### src/rtl/fwrisc_regfile_pkg.sv
// Shared widths, FSM states and write-request record for the fwrisc regfile write path.
package fwrisc_regfile_pkg;

  localparam int REGFILE_AWIDTH = 6;
  localparam int REGFILE_DWIDTH = 32;

  typedef enum logic [0:0] {
    ST_INIT,
    ST_RUN
  } wr_state_e;

  typedef struct packed {
    logic                      valid;
    logic [REGFILE_AWIDTH-1:0] waddr;
    logic [REGFILE_DWIDTH-1:0] wdata;
  } wr_req_t;

endpackage

### src/rtl/fwrisc_rr_arb2.sv
// Two-way arbiter: round-robin when ARB_RR != 0, otherwise requester 0 has fixed priority.
module fwrisc_rr_arb2 #(
  parameter int ARB_RR = 1
) (
  input  logic       clock,
  input  logic       reset,
  input  logic       i_en,
  input  logic [1:0] i_req,
  output logic [1:0] o_grant
);

  logic       r_prio1;
  logic [1:0] w_req;

  assign w_req = i_req & {2{i_en}};

  always_comb begin
    o_grant = w_req;
    if (w_req == 2'b11) begin
      o_grant = ((ARB_RR != 0) && r_prio1) ? 2'b10 : 2'b01;
    end
  end

  // A grant only goes to a valid requester, so every grant is a handshake.
  always_ff @(posedge clock) begin
    if (reset) begin
      r_prio1 <= 1'b0;
    end else if (o_grant != 2'b00) begin
      r_prio1 <= o_grant[0];
    end
  end

endmodule

### src/rtl/fwrisc_regfile_wr_ctrl.sv
// Regfile write-port controller: zero-fill sweep after reset, then arbitrated writeback.
// Optional forwarding outputs are enabled by defining FWRISC_REGFILE_WR_BYPASS_EN.
module fwrisc_regfile_wr_ctrl
  import fwrisc_regfile_pkg::*;
#(
  parameter int NUM_REGS = 64,
  parameter int ARB_RR   = 1
) (
  input  logic                      clock,
  input  logic                      reset,
  input  logic                      req0_valid,
  output logic                      req0_ready,
  input  logic [REGFILE_AWIDTH-1:0] req0_waddr,
  input  logic [REGFILE_DWIDTH-1:0] req0_wdata,
  input  logic                      req1_valid,
  output logic                      req1_ready,
  input  logic [REGFILE_AWIDTH-1:0] req1_waddr,
  input  logic [REGFILE_DWIDTH-1:0] req1_wdata,
  output logic [REGFILE_AWIDTH-1:0] rd_waddr,
  output logic [REGFILE_DWIDTH-1:0] rd_wdata,
  output logic                      rd_wen,
  output logic                      init_done
`ifdef FWRISC_REGFILE_WR_BYPASS_EN
  ,
  output logic                      byp_valid,
  output logic [REGFILE_AWIDTH-1:0] byp_addr,
  output logic [REGFILE_DWIDTH-1:0] byp_data
`endif
);

  localparam logic [REGFILE_AWIDTH-1:0] LAST_ADDR = REGFILE_AWIDTH'(NUM_REGS - 1);

  wr_state_e                 r_state;
  wr_state_e                 w_stateNext;
  logic [REGFILE_AWIDTH-1:0] r_sweepCnt;
  logic                      r_wen;
  logic [REGFILE_AWIDTH-1:0] r_waddr;
  logic [REGFILE_DWIDTH-1:0] r_wdata;
  logic                      r_initDone;
  logic                      w_run;
  logic [1:0]                w_grant;
  wr_req_t                   w_req0;
  wr_req_t                   w_req1;
  wr_req_t                   w_sel;

  assign w_req0 = '{valid: req0_valid, waddr: req0_waddr, wdata: req0_wdata};
  assign w_req1 = '{valid: req1_valid, waddr: req1_waddr, wdata: req1_wdata};
  assign w_run  = (r_state == ST_RUN);

  fwrisc_rr_arb2 #(
    .ARB_RR (ARB_RR)
  ) u_arb (
    .clock   (clock),
    .reset   (reset),
    .i_en    (w_run),
    .i_req   ({req1_valid, req0_valid}),
    .o_grant (w_grant)
  );

  always_ff @(posedge clock) begin
    if (reset) begin
      r_state <= ST_INIT;
    end else begin
      r_state <= w_stateNext;
    end
  end

  always_comb begin
    w_stateNext = r_state;
    req0_ready  = 1'b0;
    req1_ready  = 1'b0;
    w_sel       = '0;
    case (r_state)
      ST_INIT: begin
        if (r_sweepCnt == LAST_ADDR) begin
          w_stateNext = ST_RUN;
        end
      end
      ST_RUN: begin
        req0_ready = w_grant[0];
        req1_ready = w_grant[1];
        if (w_grant[1]) begin
          w_sel = w_req1;
        end else if (w_grant[0]) begin
          w_sel = w_req0;
        end
      end
      default: w_stateNext = ST_INIT;
    endcase
  end

  // Idle cycles keep the last address/data so the port only toggles on real writes.
  always_ff @(posedge clock) begin
    if (reset) begin
      r_sweepCnt <= '0;
      r_wen      <= 1'b0;
      r_waddr    <= '0;
      r_wdata    <= '0;
      r_initDone <= 1'b0;
    end else begin
      r_initDone <= w_run;
      if (!w_run) begin
        r_wen      <= 1'b1;
        r_waddr    <= r_sweepCnt;
        r_wdata    <= '0;
        r_sweepCnt <= r_sweepCnt + REGFILE_AWIDTH'(1);
      end else begin
        r_wen <= w_sel.valid;
        if (w_sel.valid) begin
          r_waddr <= w_sel.waddr;
          r_wdata <= w_sel.wdata;
        end
      end
    end
  end

  assign rd_wen    = r_wen;
  assign rd_waddr  = r_waddr;
  assign rd_wdata  = r_wdata;
  assign init_done = r_initDone;

`ifdef FWRISC_REGFILE_WR_BYPASS_EN
  // Sweep writes are never forwarded; only accepted writeback data is.
  assign byp_valid = r_wen & r_initDone;
  assign byp_addr  = r_waddr;
  assign byp_data  = r_wdata;
`endif

endmodule
### config.mk
export PLATFORM = sky130hd
export DESIGN_NAME = fwrisc_regfile_wr_ctrl
export DESIGN_NICKNAME = d
export VERILOG_FILES = /design/src/rtl/fwrisc_regfile_pkg.sv /design/src/rtl/fwrisc_rr_arb2.sv /design/src/rtl/fwrisc_regfile_wr_ctrl.sv
export SDC_FILE = /design/constraint.sdc
export NUM_CORES = 1
export LEC_CHECK = 0
export BUFFER_PORTS_ARGS = -buffer_cell sky130_fd_sc_hd__buf_4
export CAP_MARGIN = 0
export CORE_ASPECT_RATIO = 0.5
export CORE_MARGIN = 2
export CORE_UTILIZATION = 45
export DETAILED_ROUTE_END_ITERATION = 8
export PLACE_DENSITY = 0.76
export SYNTH_ARGS = -nofsm -noshare
export SYNTH_HDL_FRONTEND = slang
export SYNTH_HIERARCHICAL = 1
export SYNTH_SLANG_ARGS = --single-unit
### constraint.sdc
create_clock -name clock -period 2.25 [get_ports clock]
set_input_delay 0.45 -clock clock [delete_from_list [all_inputs] [get_ports clock]]
set_output_delay 0.45 -clock clock [all_outputs]
set_load 0.03 [all_outputs]
-- Yosys cells after proc, flatten, opt, wreduce, memory -nomap -nowiden
Cells that the tools add are included.
- register bits after elaboration: 48
- output and inout port bits: 42
- add/subtract/negate cells: 1
- equal/unequal tests: 3
- mux-type cells: 12
- bitwise operators: 2
- reductions and logical operators: 2
- operator list (operator ; number):
    $mux 39 ; 3
    $mux 6 ; 2
    $add 6x1->6 const B ; 1
    $eq 6x6->1 const B ; 1
    $mux 1 ; 5
    $mux 2 ; 2
    $and 2x2->2 ; 1
    $eq 2x2->1 const B ; 1
    $ne 2x1->1 const B ; 1
    $reduce_bool 2->1 ; 1
    $reduce_or 2->1 ; 1
    $not 1->1 ; 1

-- Longest topological paths before layout
Gate-level depths: netlist of run 1.
- word-level depth: 8
- depth in mapped cells: 9

-- Cells and area by module
The synthesis of run 1 kept the hierarchy.
- by module, submodules not included (module ; times used ; cells an instance ; area an instance (um^2)):
    fwrisc_regfile_wr_ctrl ; 1 ; 237 ; 2318.5
    fwrisc_rr_arb2 ; 1 ; 8 ; 55.1

-- Least setup slack after synthesis of run 1
Ideal clock, no wire load.
- path type: input port to output port
- from: input port req1_valid
- to: output port req1_ready
- data arrival time: 1330 ps
- data required time: 1800 ps
- slack: 470 ps
- stages: 5
- path buffers: 2
- cells stage by stage: nand2_1 -> a21oi_1 -> buf_4 -> clkbuf_1 -> and2_1
- longest elaborated chain between the ends: 4
- ends and longest elaborated chain (item ; RTL line ; source):
    start: declaration ; fwrisc_regfile_wr_ctrl.sv:15 ; input logic req1_valid,
    $and 2x2->2 (*) ; fwrisc_rr_arb2.sv:15 ; assign w_req = i_req & {2{i_en}};
    $eq 2x2->1 ; fwrisc_rr_arb2.sv:19 ; if (w_req == 2'b11) begin
    $mux 2 (*) ; fwrisc_rr_arb2.sv:19 ;
    net w_grant[1] ; fwrisc_regfile_wr_ctrl.sv:41 ; logic [1:0] w_grant;
    $mux 1 (*) ; fwrisc_regfile_wr_ctrl.sv:73 ; case (r_state)
    end: declaration ; fwrisc_regfile_wr_ctrl.sv:16 ; output logic req1_ready,
The timed path passes the listed nets; every way through them passes the cells marked *.

-- Final worst setup path of run 1
- from: register r_state
- to: output port req1_ready
- longest elaborated chain between the ends: 4
- ends and longest elaborated chain (item ; RTL line ; source):
    start: declaration ; fwrisc_regfile_wr_ctrl.sv:33 ; wr_state_e r_state;
    start signal: assignment ; fwrisc_regfile_wr_ctrl.sv:64 ; r_state <= w_stateNext;
    $and 2x2->2 (*) ; fwrisc_rr_arb2.sv:15 ;
    $eq 2x2->1 ; fwrisc_rr_arb2.sv:19 ;
    $mux 2 (*) ; fwrisc_rr_arb2.sv:19 ;
    net w_grant[1] ; fwrisc_regfile_wr_ctrl.sv:41 ;
    $mux 1 (*) ; fwrisc_regfile_wr_ctrl.sv:73 ;
Marked as above.

==> tab_implementation.tex, run 1 <==
\begin{tabular}{lr}
\hline
Metric & Value \\
\hline
\multicolumn{2}{l}{\textbf{Setup path}} \\
\quad Largest fanout on the critical path & 26 \\
\quad Required time worst endpoint & 1800 ps \\
\quad Setup slack of the worst register-to-register path & 300 ps \\
\quad Critical path data arrival time & 1660 ps \\
\quad Worst path cell trace & nand2\_1 -> a21oi\_4 -> buf\_4 -> and2\_1 -> buf\_4 \\
\quad Worst setup EP type & primary output \\
\quad Most numerous cell on the critical path & sky130\_fd\_sc\_hd\_\_buf\_4 \\
\quad Largest incremental delay on the critical path & 430 ps \\
\quad Master of the slowest instance on the critical path & sky130\_fd\_sc\_hd\_\_dfxtp\_1 \\
\quad Worst reg2reg startpoint & r\_state\$\_SDFF\_PP0\_ \\
\quad Cell count of the worst reg-to-reg path & 6 \\
\quad Critical path type & reg -> out \\
\quad CP Launch Type & flop \\
\quad Reg-to-Reg End & rd\_waddr[5]\$\_SDFFE\_PP0P\_ \\
\multicolumn{2}{l}{\textbf{Synthesis}} \\
\quad Flops \& latches, synth & 48 \\
\quad Parity-gate share of the synthesized area counting xor and xnor cells & 0.0148 \\
\quad Most frequently used cell type in the post-synthesis netlist & sky130\_fd\_sc\_hd\_\_dfxtp\_1 \\
\quad Area share of fa/ha/maj cells after synthesis & 0.00527 \\
\quad Dominant combinational cell family by area after synthesis & compound AO/OA/AOI/OAI gates \\
\quad Count of unique library cells instantiated by Yosys & 33 \\
\quad Summed instance area of the synthesized netlist & 2370 um\^{}2 \\
\quad Number of nets produced by synthesis & 326 \\
\quad Share of synthesized flip-flops with an asynchronous set or reset & 0 \\
\quad Post-synthesis mux area share & 0.00422 \\
\quad Sequential share of the synthesized area & 0.405 \\
\quad Leading cell types by total area after synthesis & sky130\_fd\_sc\_hd\_\_dfxtp\_1 40\%, sky130\_fd\_sc\_hd\_\_a211oi\_2 16\%, sky130\_fd\_sc\_hd\_\_a22oi\_1 12\% \\
\quad Post-synthesis share of cell area spent on and, or, nand and nor gates & 0.180 \\
\quad Fraction of synthesized cell area taken by the top area cell type & 0.405 \\
\quad Cell taking the most area after synthesis & sky130\_fd\_sc\_hd\_\_dfxtp\_1 \\
\quad Top post-synthesis cells by count & 48 x sky130\_fd\_sc\_hd\_\_dfxtp\_1, 37 x sky130\_fd\_sc\_hd\_\_a22oi\_1, 32 x sky130\_fd\_sc\_hd\_\_nor3\_1 \\
\quad Count of flip-flops with a built-in enable after synthesis & 0 \\
\quad Yosys synthesis warning count & 6 \\
\quad Area fraction in compound gates after synthesis & 0.323 \\
\quad Flip-flop cell with the highest count after synthesis & sky130\_fd\_sc\_hd\_\_dfxtp\_1 \\
\quad Average cell area after synthesis & 9.69 um\^{}2 \\
\quad Post-synthesis cell count & 245 \\
\multicolumn{2}{l}{\textbf{STA}} \\
\quad Setup ws final & 142 ps \\
\quad Setup Viol. Count Final & 0 \\
\quad Number of hold violations in the final report & 0 \\
\quad Total Neg Setup Slack & 0 ps \\
\quad Slew at the pin closest to its max-slew limit & 567 ps \\
\quad Skew final & 3.00 ps \\
\quad Period minus WS final & 2110 ps \\
\quad FMAX & 0.474 GHz \\
\quad Worst-case headroom to the max-slew limit & 0.622 \\
\quad Period utilization & 0.937 \\
\quad RSZ-0062 raised after global routing & false \\
\quad Total count of max-transition violations in the final report & 0 \\
\multicolumn{2}{l}{\textbf{Power and ir drop}} \\
\quad Total power divided by cell area & 452 nW/um\^{}2 \\
\quad Net switching component of the power & 0.000343 W \\
\quad Pleak & 1.29 nW \\
\quad Clock power share & 0.350 \\
\quad Relative contribution of combinational cells to total power & 0.093 \\
\quad IR Drop Worst-Case VDD & 0.325 mV \\
\quad Seq pwr share & 0.558 \\
\quad Internal Power & 0.00121 W \\
\quad Sw Ratio & 0.222 \\
\multicolumn{2}{l}{\textbf{Detailed routing}} \\
\quad DRT Pass-1 Iters & 4 \\
\quad Total length of routed wires & 6.78 mm \\
\quad Initial detailed-routing violation count & 73 \\
\quad Count of vias placed by the detailed router & 2404 \\
\quad DRC violation count after routing & 0 \\
\quad Vias per cell & 5.66 \\
\quad Average wire length per cell after detail routing & 15.9 um \\
\quad Detail Route Antenna Nets & 0 \\
\multicolumn{2}{l}{\textbf{Final layout}} \\
\quad Share of cells above drive strength 1 & 0.507 \\
\quad Nets & 435 \\
\quad Layout-stage area growth over the synthesis result & 44.3\% \\
\quad Filler Cells Inserted & 434 \\
\quad Antenna diodes & 0 \\
\multicolumn{2}{l}{\textbf{Hold path}} \\
\quad Hold Path End & u\_arb/r\_prio1\$\_SDFFE\_PP0P\_ \\
\quad Worst hold path cell count & 2 \\
\quad Kind of path behind the tightest hold check & in -> reg \\
\quad Hold Startpoint & req1\_valid \\
\multicolumn{2}{l}{\textbf{Clock tree}} \\
\quad Worst-path clk slew & 90 ps \\
\quad Clock network latency to the later pin of the worst-skew pair & 300 ps \\
\quad Count of cells resized by post-cts repair & 0 \\
\quad CTS Hold Bufs & 0 \\
\quad Buffer depth of the longest clock path & 2 \\
\quad CTS H-Tree Depth & 2 \\
\quad TritonCTS clock tree & done \\
\quad Clock tree root buffer cell & sky130\_fd\_sc\_hd\_\_clkbuf\_8 \\
\quad Buffers inserted by post-CTS timing repair & 0 \\
\quad Total CTS buffers & 5 \\
\quad CTS sink count & 48 \\
\multicolumn{2}{l}{\textbf{Global route}} \\
\quad Pin count of the biggest net entering global routing & 33 \\
\quad Number of global-route vias before repair & 2384 \\
\quad Overflow left after global routing & 0 \\
\quad First-pass GRT wire length & 11.1 mm \\
\quad Initial antenna violation count & 0 \\
\quad Total GRT Usage & 0.231 \\
\multicolumn{2}{l}{\textbf{Floorplan}} \\
\quad Vertical extent of the die & 55.4 um \\
\quad Die Footprint & 5910 um\^{}2 \\
\quad Ports & 122 \\
\quad Die Width & 107 um \\
\quad Effective utilization at floorplan & 0.475 \\
\quad Area of the core & 5000 um\^{}2 \\
\quad Number of core rows & 18 \\
\multicolumn{2}{l}{\textbf{Run status}} \\
\quad Status & completed \\
\multicolumn{2}{l}{\textbf{Place}} \\
\quad Dpl hpwl & 5.02 mm \\
\quad Placement-stage worst setup slack & 253 ps \\
\quad GP Congestion & 0.790 \\
\quad Total of buffers placed on input and output ports & 121 \\
\multicolumn{2}{l}{\textbf{Job}} \\
\quad Number of violations of the max-capacitance limit & 0 \\
\hline
\end{tabular}
worst max path at each step:
stage / slack [ps] / start / cells past startpoint / endpoint
detailed placement: 250 / req1_valid / 7 / rd_waddr[5]$_SDFFE_PP0P_
finish: 140 / r_state$_SDFF_PP0_ / 5 / req1_ready
CTS: 140 / r_state$_SDFF_PP0_ / 5 / req1_ready
global placement: 310 / req1_valid / 7 / rd_waddr[1]$_SDFFE_PP0P_
floorplan: 470 / req1_valid / 5 / req1_ready
global route: 60 / r_state$_SDFF_PP0_ / 5 / req1_ready
flip-flops by register name, summed over array words and instances (netlist names):
signal	flops
rd_wdata	32
rd_waddr	6
rd_wen	1
u_arb/r_prio1	1
r_sweepCnt	6
r_state	1
init_done	1
cell families after synthesis:
family / count (synthesis)
AOI/OAI and AO/OA: 83
xor gates and xnor gates: 4
adders and majority gates: 1
buffers and inverters: 32
DFF: 48
muxes: 1
and+or+nand+nor: 76
through the flow:
step                cell area, um^2  total power (W)  std cells  utilization  hold slack [ps]
floorplan                      2370         0.000908        245            -              462
global placement               3330          0.00102        417        0.666              482
detailed placement             3330          0.00103        417        0.666              502
CTS                            3430          0.00156        425        0.685              369
global route                   3430          0.00161        425        0.685              380
finish                         3430          0.00155        425        0.685              379
layout make-up:
type / instances / area, um^2 / area share
sequential: 48 / 961 / 0.280
tap: 70 / 87.6 / 0.0256
clock buffer: 6 / 82.6 / 0.0241
multi-input combinational: 165 / 1270 / 0.370
inverter: 2 / 7.51 / 0.00219
clock inverter: 2 / 15.0 / 0.00438
timing repair buffer: 132 / 1000 / 0.293
critical path: cells and delay by family, from the launching register on:
| kind | cells | cell delay, ps |
|---|---|---|
| flops | 1 | 430 |
| buf+inv | 2 | 450 |
| simple gates | 2 | 300 |
| compound gates | 1 | 170 |
cells in the final DEF (no fill, tap or decap):
cell and instances:
sky130_fd_sc_hd__a211oi_1 1, sky130_fd_sc_hd__a211oi_2 30, sky130_fd_sc_hd__a21oi_1 4, sky130_fd_sc_hd__a21oi_4 1, sky130_fd_sc_hd__a22oi_1 37, sky130_fd_sc_hd__a311oi_1 2, sky130_fd_sc_hd__a31oi_1 1, sky130_fd_sc_hd__and2_1 3
sky130_fd_sc_hd__and3_1 2, sky130_fd_sc_hd__and3b_1 1, sky130_fd_sc_hd__and4b_1 1, sky130_fd_sc_hd__buf_12 1, sky130_fd_sc_hd__buf_4 131, sky130_fd_sc_hd__clkbuf_8 6, sky130_fd_sc_hd__clkinvlp_4 2, sky130_fd_sc_hd__dfxtp_1 48
sky130_fd_sc_hd__ha_1 1, sky130_fd_sc_hd__inv_1 2, sky130_fd_sc_hd__mux2i_1 1, sky130_fd_sc_hd__nand2_1 10, sky130_fd_sc_hd__nand2b_2 1, sky130_fd_sc_hd__nand3b_1 1, sky130_fd_sc_hd__nand4b_1 2, sky130_fd_sc_hd__nor2_1 7
sky130_fd_sc_hd__nor2b_1 1, sky130_fd_sc_hd__nor2b_2 1, sky130_fd_sc_hd__nor3_1 32, sky130_fd_sc_hd__o21ai_0 1, sky130_fd_sc_hd__o311ai_0 6, sky130_fd_sc_hd__or2_2 1, sky130_fd_sc_hd__or3_1 1, sky130_fd_sc_hd__or3b_2 6
sky130_fd_sc_hd__or4_1 6, sky130_fd_sc_hd__xnor2_1 1, sky130_fd_sc_hd__xor2_1 3
power by group through the flow:
stage / Combinational, W / Sequential, W / Clock (W)
after floorplan: 0.0000174 / 0.000891 / 0
after global placement: 0.000140 / 0.000884 / 0
after detailed placement: 0.000144 / 0.000884 / 0
after CTS: 0.000144 / 0.000864 / 0.000553
after global routing: 0.000155 / 0.000866 / 0.000585
final: 0.000143 / 0.000864 / 0.000542
per-layer routing:
| layer | share of wire | global-route usage | vias to the layer above |
|---|---|---|---|
| met1 | 0.42 | 0.274 | 1172 |
| met5 | 0 | 0 | - |
| met3 | 0.048 | 0.0579 | 16 |
| li1 | - | - | 1155 |
| met4 | 0.026 | 0.0816 | 0 |
| met2 | 0.51 | 0.407 | 61 |
(Power assumes the default switching activity.)
==> inputs of run 2 (changes only) <==
--- a/config.mk
+++ b/config.mk
@@ -5,14 +5,14 @@
 export SDC_FILE = /design/constraint.sdc
 export NUM_CORES = 1
 export LEC_CHECK = 0
+export ABC_AREA = 1
 export BUFFER_PORTS_ARGS = -buffer_cell sky130_fd_sc_hd__buf_4
 export CAP_MARGIN = 0
 export CORE_ASPECT_RATIO = 0.5
 export CORE_MARGIN = 2
-export CORE_UTILIZATION = 45
+export CORE_UTILIZATION = 46
 export DETAILED_ROUTE_END_ITERATION = 8
-export PLACE_DENSITY = 0.76
+export PLACE_DENSITY = 0.77
 export SYNTH_ARGS = -nofsm -noshare
 export SYNTH_HDL_FRONTEND = slang
-export SYNTH_HIERARCHICAL = 1
 export SYNTH_SLANG_ARGS = --single-unit
==> tab_implementation.tex, run 2 <==
\begin{tabular}{lr}
\hline
Metric & Value \\
\hline
\multicolumn{2}{l}{\textbf{Setup path}} \\
\quad CP Launch Type & flop \\
\quad Master of the slowest instance on the critical path & sky130\_fd\_sc\_hd\_\_dfxtp\_1 \\
\quad Worst setup EP type & primary output \\
\quad Largest incremental delay on the critical path & 450 ps \\
\quad Required time worst endpoint & 1800 ps \\
\quad Critical path type & reg -> out \\
\quad Critical path data arrival time & 1500 ps \\
\quad Critical path buffers and inverters & 1 \\
\quad Worst path cell trace & nand2\_4 -> a21oi\_2 -> buf\_4 \\
\quad Largest delay share family, worst path & flip-flops \\
\quad Largest fanout on the critical path & 35 \\
\multicolumn{2}{l}{\textbf{Power and ir drop}} \\
\quad Internal Power & 0.00129 W \\
\quad Pleak & 1.89 nW \\
\quad Relative contribution of combinational cells to total power & 0.099 \\
\quad Total power divided by cell area & 479 nW/um\^{}2 \\
\quad Seq pwr share & 0.522 \\
\quad Total power & 0.00166 W \\
\quad Sw Ratio & 0.224 \\
\quad Clock power share & 0.379 \\
\quad IR Drop Worst-Case VDD & 0.354 mV \\
\quad Net switching component of the power & 0.000371 W \\
\multicolumn{2}{l}{\textbf{Global route}} \\
\quad Met2 GRT Util & 0.420 \\
\quad Total GRT Usage & 0.239 \\
\quad GRT busiest layer & met2 \\
\quad First-pass GRT wire length & 11.8 mm \\
\quad Initial antenna violation count & 0 \\
\quad Overflow left after global routing & 0 \\
\quad Met3 demand-to-capacity share in global routing & 0.0574 \\
\quad Pin count of the biggest net entering global routing & 37 \\
\quad Met1 track demand over resource & 0.293 \\
\quad Number of global-route vias before repair & 2650 \\
\multicolumn{2}{l}{\textbf{Final layout}} \\
\quad Antenna diodes & 0 \\
\quad Nets & 553 \\
\quad Max FFs per register & 32 \\
\quad Share of cells above drive strength 1 & 0.304 \\
\quad Commonest cells after routing, fill and taps aside & 139 x sky130\_fd\_sc\_hd\_\_nand3\_1, 125 x sky130\_fd\_sc\_hd\_\_buf\_4, 62 x sky130\_fd\_sc\_hd\_\_nand2\_1, 48 x sky130\_fd\_sc\_hd\_\_dfxtp\_1, 42 x sky130\_fd\_sc\_hd\_\_inv\_1 \\
\quad Layout-stage area growth over the synthesis result & 40.0\% \\
\quad Most common library cell in the layout ignoring fill and taps & sky130\_fd\_sc\_hd\_\_nand3\_1 \\
\multicolumn{2}{l}{\textbf{Hold path}} \\
\quad Kind of path behind the tightest hold check & in -> reg \\
\multicolumn{2}{l}{\textbf{Floorplan}} \\
\quad Vertical extent of the die & 55.9 um \\
\quad Effective utilization at floorplan & 0.490 \\
\quad Ports & 122 \\
\quad Die Width & 108 um \\
\quad Number of core rows & 18 \\
\quad Die Footprint & 6020 um\^{}2 \\
\quad Area of the core & 5040 um\^{}2 \\
\multicolumn{2}{l}{\textbf{Job}} \\
\quad Number of violations of the max-capacitance limit & 0 \\
\multicolumn{2}{l}{\textbf{Synthesis}} \\
\quad Number of nets produced by synthesis & 445 \\
\quad Top post-synthesis cells by count & 139 x sky130\_fd\_sc\_hd\_\_nand3\_1, 62 x sky130\_fd\_sc\_hd\_\_nand2\_1, 48 x sky130\_fd\_sc\_hd\_\_dfxtp\_1 \\
\quad Count of unique library cells instantiated by Yosys & 21 \\
\quad Sequential share of the synthesized area & 0.388 \\
\quad Flops \& latches, synth & 48 \\
\quad Yosys synthesis warning count & 0 \\
\quad Share of synthesized flip-flops with an asynchronous set or reset & 0 \\
\quad Leading cell types by total area after synthesis & sky130\_fd\_sc\_hd\_\_dfxtp\_1 39\%, sky130\_fd\_sc\_hd\_\_nand3\_1 28\%, sky130\_fd\_sc\_hd\_\_nand2\_1 9.4\% \\
\quad Most frequently used cell type in the post-synthesis netlist & sky130\_fd\_sc\_hd\_\_nand3\_1 \\
\quad Fraction of synthesized cell area taken by the top area cell type & 0.388 \\
\quad Cell taking the most area after synthesis & sky130\_fd\_sc\_hd\_\_dfxtp\_1 \\
\quad Summed instance area of the synthesized netlist & 2470 um\^{}2 \\
\quad Flip-flop cell with the highest count after synthesis & sky130\_fd\_sc\_hd\_\_dfxtp\_1 \\
\quad Average cell area after synthesis & 6.80 um\^{}2 \\
\quad Count of flip-flops with a built-in enable after synthesis & 0 \\
\quad Post-synthesis cell count & 364 \\
\multicolumn{2}{l}{\textbf{STA}} \\
\quad Worst-case headroom to the max-slew limit & 0.512 \\
\quad Period minus WS final & 1950 ps \\
\quad RSZ-0062 raised after global routing & false \\
\quad Skew final & 10.4 ps \\
\quad Total Neg Setup Slack & 0 ps \\
\quad Number of hold violations in the final report & 0 \\
\quad Slew at the pin closest to its max-slew limit & 730 ps \\
\quad Total count of max-transition violations in the final report & 0 \\
\quad Setup Viol. Count Final & 0 \\
\quad FMAX & 0.512 GHz \\
\quad Period utilization & 0.869 \\
\multicolumn{2}{l}{\textbf{Clock tree}} \\
\quad CTS Hold Bufs & 0 \\
\quad Clock tree root buffer cell & sky130\_fd\_sc\_hd\_\_clkbuf\_8 \\
\quad Worst-path clk slew & 90 ps \\
\quad Buffers inserted by post-CTS timing repair & 0 \\
\quad Buffer depth of the longest clock path & 2 \\
\quad Total CTS buffers & 5 \\
\quad TritonCTS clock tree & done \\
\quad Count of cells resized by post-cts repair & 0 \\
\quad CTS H-Tree Depth & 2 \\
\quad Clock network latency to the later pin of the worst-skew pair & 310 ps \\
\quad CTS sink count & 48 \\
\multicolumn{2}{l}{\textbf{Detailed routing}} \\
\quad Vias per cell & 5.15 \\
\quad Total length of routed wires & 7.27 mm \\
\quad Detail Route Antenna Nets & 0 \\
\quad Initial detailed-routing violation count & 168 \\
\quad Average wire length per cell after detail routing & 13.4 um \\
\quad DRC violation count after routing & 0 \\
\quad Count of vias placed by the detailed router & 2798 \\
\quad DRT Pass-1 Iters & 7 \\
\multicolumn{2}{l}{\textbf{Place}} \\
\quad GP Congestion & 0.797 \\
\quad Dpl hpwl & 5.26 mm \\
\quad Total of buffers placed on input and output ports & 121 \\
\multicolumn{2}{l}{\textbf{Run status}} \\
\quad Status & completed \\
\hline
\end{tabular}
-- run 2: changes by cell type in the layout (fill, tap and decap cells not counted), sizes merged, moves of 6 or more --
cell	delta
a22oi	-37
nand3	+139
buf	-7
o311ai	-6
nand2	+56
or3b	-6
nand4	+9
nor2	+10
inv	+41
nor3	-32
or4	-6
a211oi	-31
-- run 2: per-stage QoR --
stage	hold slack, ps	area (um^2)	utilization	cells	setup WS [ps]
final	367	3460	0.686	543	296
after global routing	369	3460	0.686	543	223
after CTS	363	3460	0.686	543	293
after detailed placement	510	3350	0.664	535	507
after global placement	506	3350	0.664	535	574
after floorplan	476	2470	-	364	881
-- run 2: cell type report --
| type | count | area [um^2] |
|---|---|---|
| Inverter | 46 | 183 |
| Tap cell | 70 | 87.6 |
| Timing Repair Buffer | 125 | 938 |
| Sequential cell | 48 | 961 |
| Multi-Input combinational cell | 246 | 1180 |
| Fill cell | 461 | 1580 |
| Clock buffer | 5 | 68.8 |
| Clock inverter | 3 | 42.5 |
-- run 2: cells by family (layout without fill, tap and decap cells) --
kind of cell / after synthesis / in the layout / synth area share
and+or+nand+nor: 231 / 231 / 0.440
buffers and inverters: 70 / 179 / 0.134
DFF: 48 / 48 / 0.388
AOI/OAI and AO/OA: 14 / 14 / 0.0324
adders and majority gates: 1 / 1 / 0.00506
-- run 2: path summary, 6_finish.rpt --
path / from / end / slack (ps) / depth (start not counted)
min: reset / u_arb.r_prio1$_SDFFE_PP0P_ / 370 / 2
max: r_state$_SDFF_PP0_ / req1_ready / 300 / 3
min reg2reg: r_sweepCnt[5]$_SDFFE_PP0N_ / r_state$_SDFF_PP0_ / 530 / 2
max reg2reg: r_state$_SDFF_PP0_ / rd_waddr[3]$_SDFFE_PP0P_ / 720 / 6
-- run 2: layer usage --
layer / up-vias / routed length [um]
met5: - / 0
met4: 0 / 76
met3: 8 / 441
met2: 86 / 3560
met1: 1286 / 3190
li1: 1418 / -
-- run 2: power groups by stage --
stage	sequential, W	clock (W)	combinational (W)
CTS	0.000865	0.000633	0.000164
global placement	0.000884	0	0.000159
floorplan	0.000891	0	0.0000328
detailed placement	0.000885	0	0.000163
finish	0.000865	0.000628	0.000164
global route	0.000867	0.000676	0.000177
==> inputs of run 3 (changes only) <==
--- a/config.mk
+++ b/config.mk
@@ -15,4 +15,5 @@
 export PLACE_DENSITY = 0.77
 export SYNTH_ARGS = -nofsm -noshare
 export SYNTH_HDL_FRONTEND = slang
+export SYNTH_HIERARCHICAL = 1
 export SYNTH_SLANG_ARGS = --single-unit
==> tab_implementation.tex, run 3 <==
\begin{tabular}{lr}
\hline
Metric & Value \\
\hline
\multicolumn{2}{l}{\textbf{Run status}} \\
\quad Status & completed \\
\multicolumn{2}{l}{\textbf{Power and ir drop}} \\
\quad Pleak & 1.60 nW \\
\quad IR Drop Worst-Case VDD & 0.363 mV \\
\quad Total power divided by cell area & 464 nW/um\^{}2 \\
\multicolumn{2}{l}{\textbf{Setup path}} \\
\quad Largest delay share family, worst path & buffers and inverters \\
\quad Largest fanout on the critical path & 21 \\
\quad CP Launch Type & flop \\
\quad Worst path cell trace & nand2\_1 -> a21oi\_4 -> buf\_4 -> nand2\_1 -> inv\_1 -> buf\_4 \\
\quad Master of the slowest instance on the critical path & sky130\_fd\_sc\_hd\_\_dfxtp\_1 \\
\quad Cell count of the worst reg-to-reg path & 10 \\
\quad Critical path buffers and inverters & 3 \\
\quad Critical path data arrival time & 1560 ps \\
\quad Worst setup EP type & primary output \\
\quad Required time worst endpoint & 1800 ps \\
\quad Largest incremental delay on the critical path & 390 ps \\
\quad Total stage count of the critical path & 6 \\
\quad Critical path type & reg -> out \\
\multicolumn{2}{l}{\textbf{Detailed routing}} \\
\quad Average wire length per cell after detail routing & 12.6 um \\
\quad DRT Pass-1 Iters & 5 \\
\quad Vias per cell & 5.10 \\
\quad Count of vias placed by the detailed router & 2835 \\
\quad DRC violation count after routing & 0 \\
\quad Total length of routed wires & 7.01 mm \\
\quad Initial detailed-routing violation count & 135 \\
\quad Detail Route Antenna Nets & 0 \\
\multicolumn{2}{l}{\textbf{Synthesis}} \\
\quad Count of flip-flops with a built-in enable after synthesis & 0 \\
\quad Top post-synthesis cells by count & 91 x sky130\_fd\_sc\_hd\_\_nand2\_1, 60 x sky130\_fd\_sc\_hd\_\_nor2\_1, 48 x sky130\_fd\_sc\_hd\_\_dfxtp\_1 \\
\quad Yosys synthesis warning count & 6 \\
\quad Average cell area after synthesis & 6.48 um\^{}2 \\
\quad Flip-flop cell with the highest count after synthesis & sky130\_fd\_sc\_hd\_\_dfxtp\_1 \\
\quad Sequential share of the synthesized area & 0.394 \\
\quad Cell taking the most area after synthesis & sky130\_fd\_sc\_hd\_\_dfxtp\_1 \\
\quad Most frequently used cell type in the post-synthesis netlist & sky130\_fd\_sc\_hd\_\_nand2\_1 \\
\quad Fraction of synthesized cell area taken by the top area cell type & 0.394 \\
\quad Number of nets produced by synthesis & 457 \\
\quad Count of unique library cells instantiated by Yosys & 26 \\
\quad Post-synthesis cell count & 376 \\
\quad Leading cell types by total area after synthesis & sky130\_fd\_sc\_hd\_\_dfxtp\_1 39\%, sky130\_fd\_sc\_hd\_\_nand2\_1 14\%, sky130\_fd\_sc\_hd\_\_nor2\_1 9.2\% \\
\quad Summed instance area of the synthesized netlist & 2440 um\^{}2 \\
\quad Share of synthesized flip-flops with an asynchronous set or reset & 0 \\
\quad Flops \& latches, synth & 48 \\
\multicolumn{2}{l}{\textbf{Clock tree}} \\
\quad CTS sink count & 48 \\
\quad Buffers inserted by post-CTS timing repair & 0 \\
\quad Worst-path clk slew & 90 ps \\
\quad CTS H-Tree Depth & 2 \\
\quad CTS Hold Bufs & 0 \\
\quad TritonCTS clock tree & done \\
\quad Clock tree root buffer cell & sky130\_fd\_sc\_hd\_\_clkbuf\_8 \\
\quad Buffer depth of the longest clock path & 2 \\
\quad Count of cells resized by post-cts repair & 0 \\
\quad Clock network latency to the later pin of the worst-skew pair & 300 ps \\
\quad Total CTS buffers & 5 \\
\multicolumn{2}{l}{\textbf{Final layout}} \\
\quad Cell Count, Final, Fillers Out & 556 \\
\quad Layout-stage area growth over the synthesis result & 43.7\% \\
\quad Share of cells above drive strength 1 & 0.302 \\
\quad Nets & 566 \\
\quad Filler Cells Inserted & 458 \\
\quad Antenna diodes & 0 \\
\quad Max FFs per register & 32 \\
\quad Commonest cells after routing, fill and taps aside & 130 x sky130\_fd\_sc\_hd\_\_buf\_4, 91 x sky130\_fd\_sc\_hd\_\_nand2\_1, 60 x sky130\_fd\_sc\_hd\_\_nor2\_1, 48 x sky130\_fd\_sc\_hd\_\_dfxtp\_1, 39 x sky130\_fd\_sc\_hd\_\_nand3\_1 \\
\quad Most common library cell in the layout ignoring fill and taps & sky130\_fd\_sc\_hd\_\_buf\_4 \\
\multicolumn{2}{l}{\textbf{Floorplan}} \\
\quad Ports & 122 \\
\quad Die Width & 107 um \\
\quad Effective utilization at floorplan & 0.485 \\
\quad Area of the core & 5020 um\^{}2 \\
\quad Die Footprint & 5930 um\^{}2 \\
\quad Number of core rows & 18 \\
\quad Vertical extent of the die & 55.5 um \\
\multicolumn{2}{l}{\textbf{STA}} \\
\quad Total Neg Setup Slack & 0 ps \\
\quad FMAX & 0.497 GHz \\
\quad Period utilization & 0.894 \\
\quad Setup Viol. Count Final & 0 \\
\quad Period minus WS final & 2010 ps \\
\quad RSZ-0062 raised after global routing & false \\
\quad Slew at the pin closest to its max-slew limit & 385 ps \\
\quad Number of hold violations in the final report & 0 \\
\quad Skew final & 5.27 ps \\
\quad Total count of max-transition violations in the final report & 0 \\
\quad Worst-case headroom to the max-slew limit & 0.744 \\
\multicolumn{2}{l}{\textbf{Place}} \\
\quad Dpl hpwl & 5.22 mm \\
\quad Total of buffers placed on input and output ports & 121 \\
\quad GP Congestion & 0.881 \\
\quad Number of placed instances with taps included & 548 \\
\multicolumn{2}{l}{\textbf{Global route}} \\
\quad First-pass GRT wire length & 11.3 mm \\
\quad Total GRT Usage & 0.230 \\
\quad Overflow left after global routing & 0 \\
\quad Number of global-route vias before repair & 2537 \\
\quad Pin count of the biggest net entering global routing & 40 \\
\quad GRT busiest layer & met2 \\
\quad Met1 track demand over resource & 0.297 \\
\quad Met2 GRT Util & 0.399 \\
\quad Met3 demand-to-capacity share in global routing & 0.0496 \\
\quad Initial antenna violation count & 0 \\
\multicolumn{2}{l}{\textbf{Hold path}} \\
\quad Kind of path behind the tightest hold check & in -> reg \\
\quad Worst hold path cell count & 2 \\
\multicolumn{2}{l}{\textbf{Job}} \\
\quad Number of violations of the max-capacitance limit & 0 \\
\hline
\end{tabular}
[run 3: worst paths after layout]
check	start	end	slack [ps]
setup reg to reg	r_state$_SDFF_PP0_	rd_waddr[0]$_SDFFE_PP0P_	430
hold reg to reg	rd_wdata[19]$_SDFFE_PP0P_	rd_wdata[19]$_SDFFE_PP0P_	490
hold / removal	reset	u_arb/r_prio1$_SDFFE_PP0P_	410
setup / recovery	r_state$_SDFF_PP0_	req1_ready	240
[run 3: kinds of logic (layout without fill, tap and decap cells)]
| logic type | Yosys count | in the layout | synth area share |
|---|---|---|---|
| xor+xnor | 1 | 1 | 0.00360 |
| fa+ha+maj | 1 | 1 | 0.00514 |
| compound gates | 73 | 73 | 0.153 |
| buf+inv | 42 | 152 | 0.0770 |
| simple gates | 211 | 211 | 0.367 |
| flops | 48 | 48 | 0.394 |
[run 3: cell type report]
| type | instances | area, um^2 | area share |
|---|---|---|---|
| sequential | 48 | 961 | 0.275 |
| multi-input combinational | 286 | 1300 | 0.371 |
| clock buffer | 6 | 72.6 | 0.0207 |
| tap | 70 | 87.6 | 0.0250 |
| clock inverter | 2 | 35.0 | 0.0100 |
| inverter | 13 | 48.8 | 0.0139 |
| timing repair buffer | 131 | 996 | 0.285 |
[run 3: routing by layer]
| layer | routed length, um | share of wire | vias to the layer above |
|---|---|---|---|
| met3 | 403 | 0.058 | 6 |
| met1 | 3120 | 0.45 | 1298 |
| met4 | 52 | 0.0074 | 0 |
| met2 | 3430 | 0.49 | 82 |
| met5 | 0 | 0 | - |
| li1 | - | - | 1449 |
[run 3: where the power goes]
| part | switching [W] | leakage (nW) | internal, W | total, W |
|---|---|---|---|---|
| Combinational | 0.0000458 | 1.15 | 0.0000975 | 0.000143 |
| Sequential | 0.00000760 | 0.388 | 0.000857 | 0.000865 |
| Clock | 0.000286 | 0.0552 | 0.000330 | 0.000616 |
[run 3: worst register-to-register path: cells and delay by family (launching register included)]
kind	cells	cell delay [ps]
AND/OR/NAND/NOR	7	840
flip-flops	1	390
AO/OA/AOI/OAI	1	190
buffers and inverters	2	310
[run 3: per-stage QoR]
step / utilization / instance area, um^2 / setup WS, ps / hold WS, ps / total power, W
final: 0.697 / 3500 / 239 / 414 / 0.00162
after global routing: 0.697 / 3500 / 93.8 / 402 / 0.00169
after CTS: 0.697 / 3500 / 226 / 401 / 0.00164
after detailed placement: 0.675 / 3390 / 252 / 470 / 0.00103
after global placement: 0.675 / 3390 / 360 / 464 / 0.00102
after floorplan: - / 2440 / 429 / 462 / 0.000909
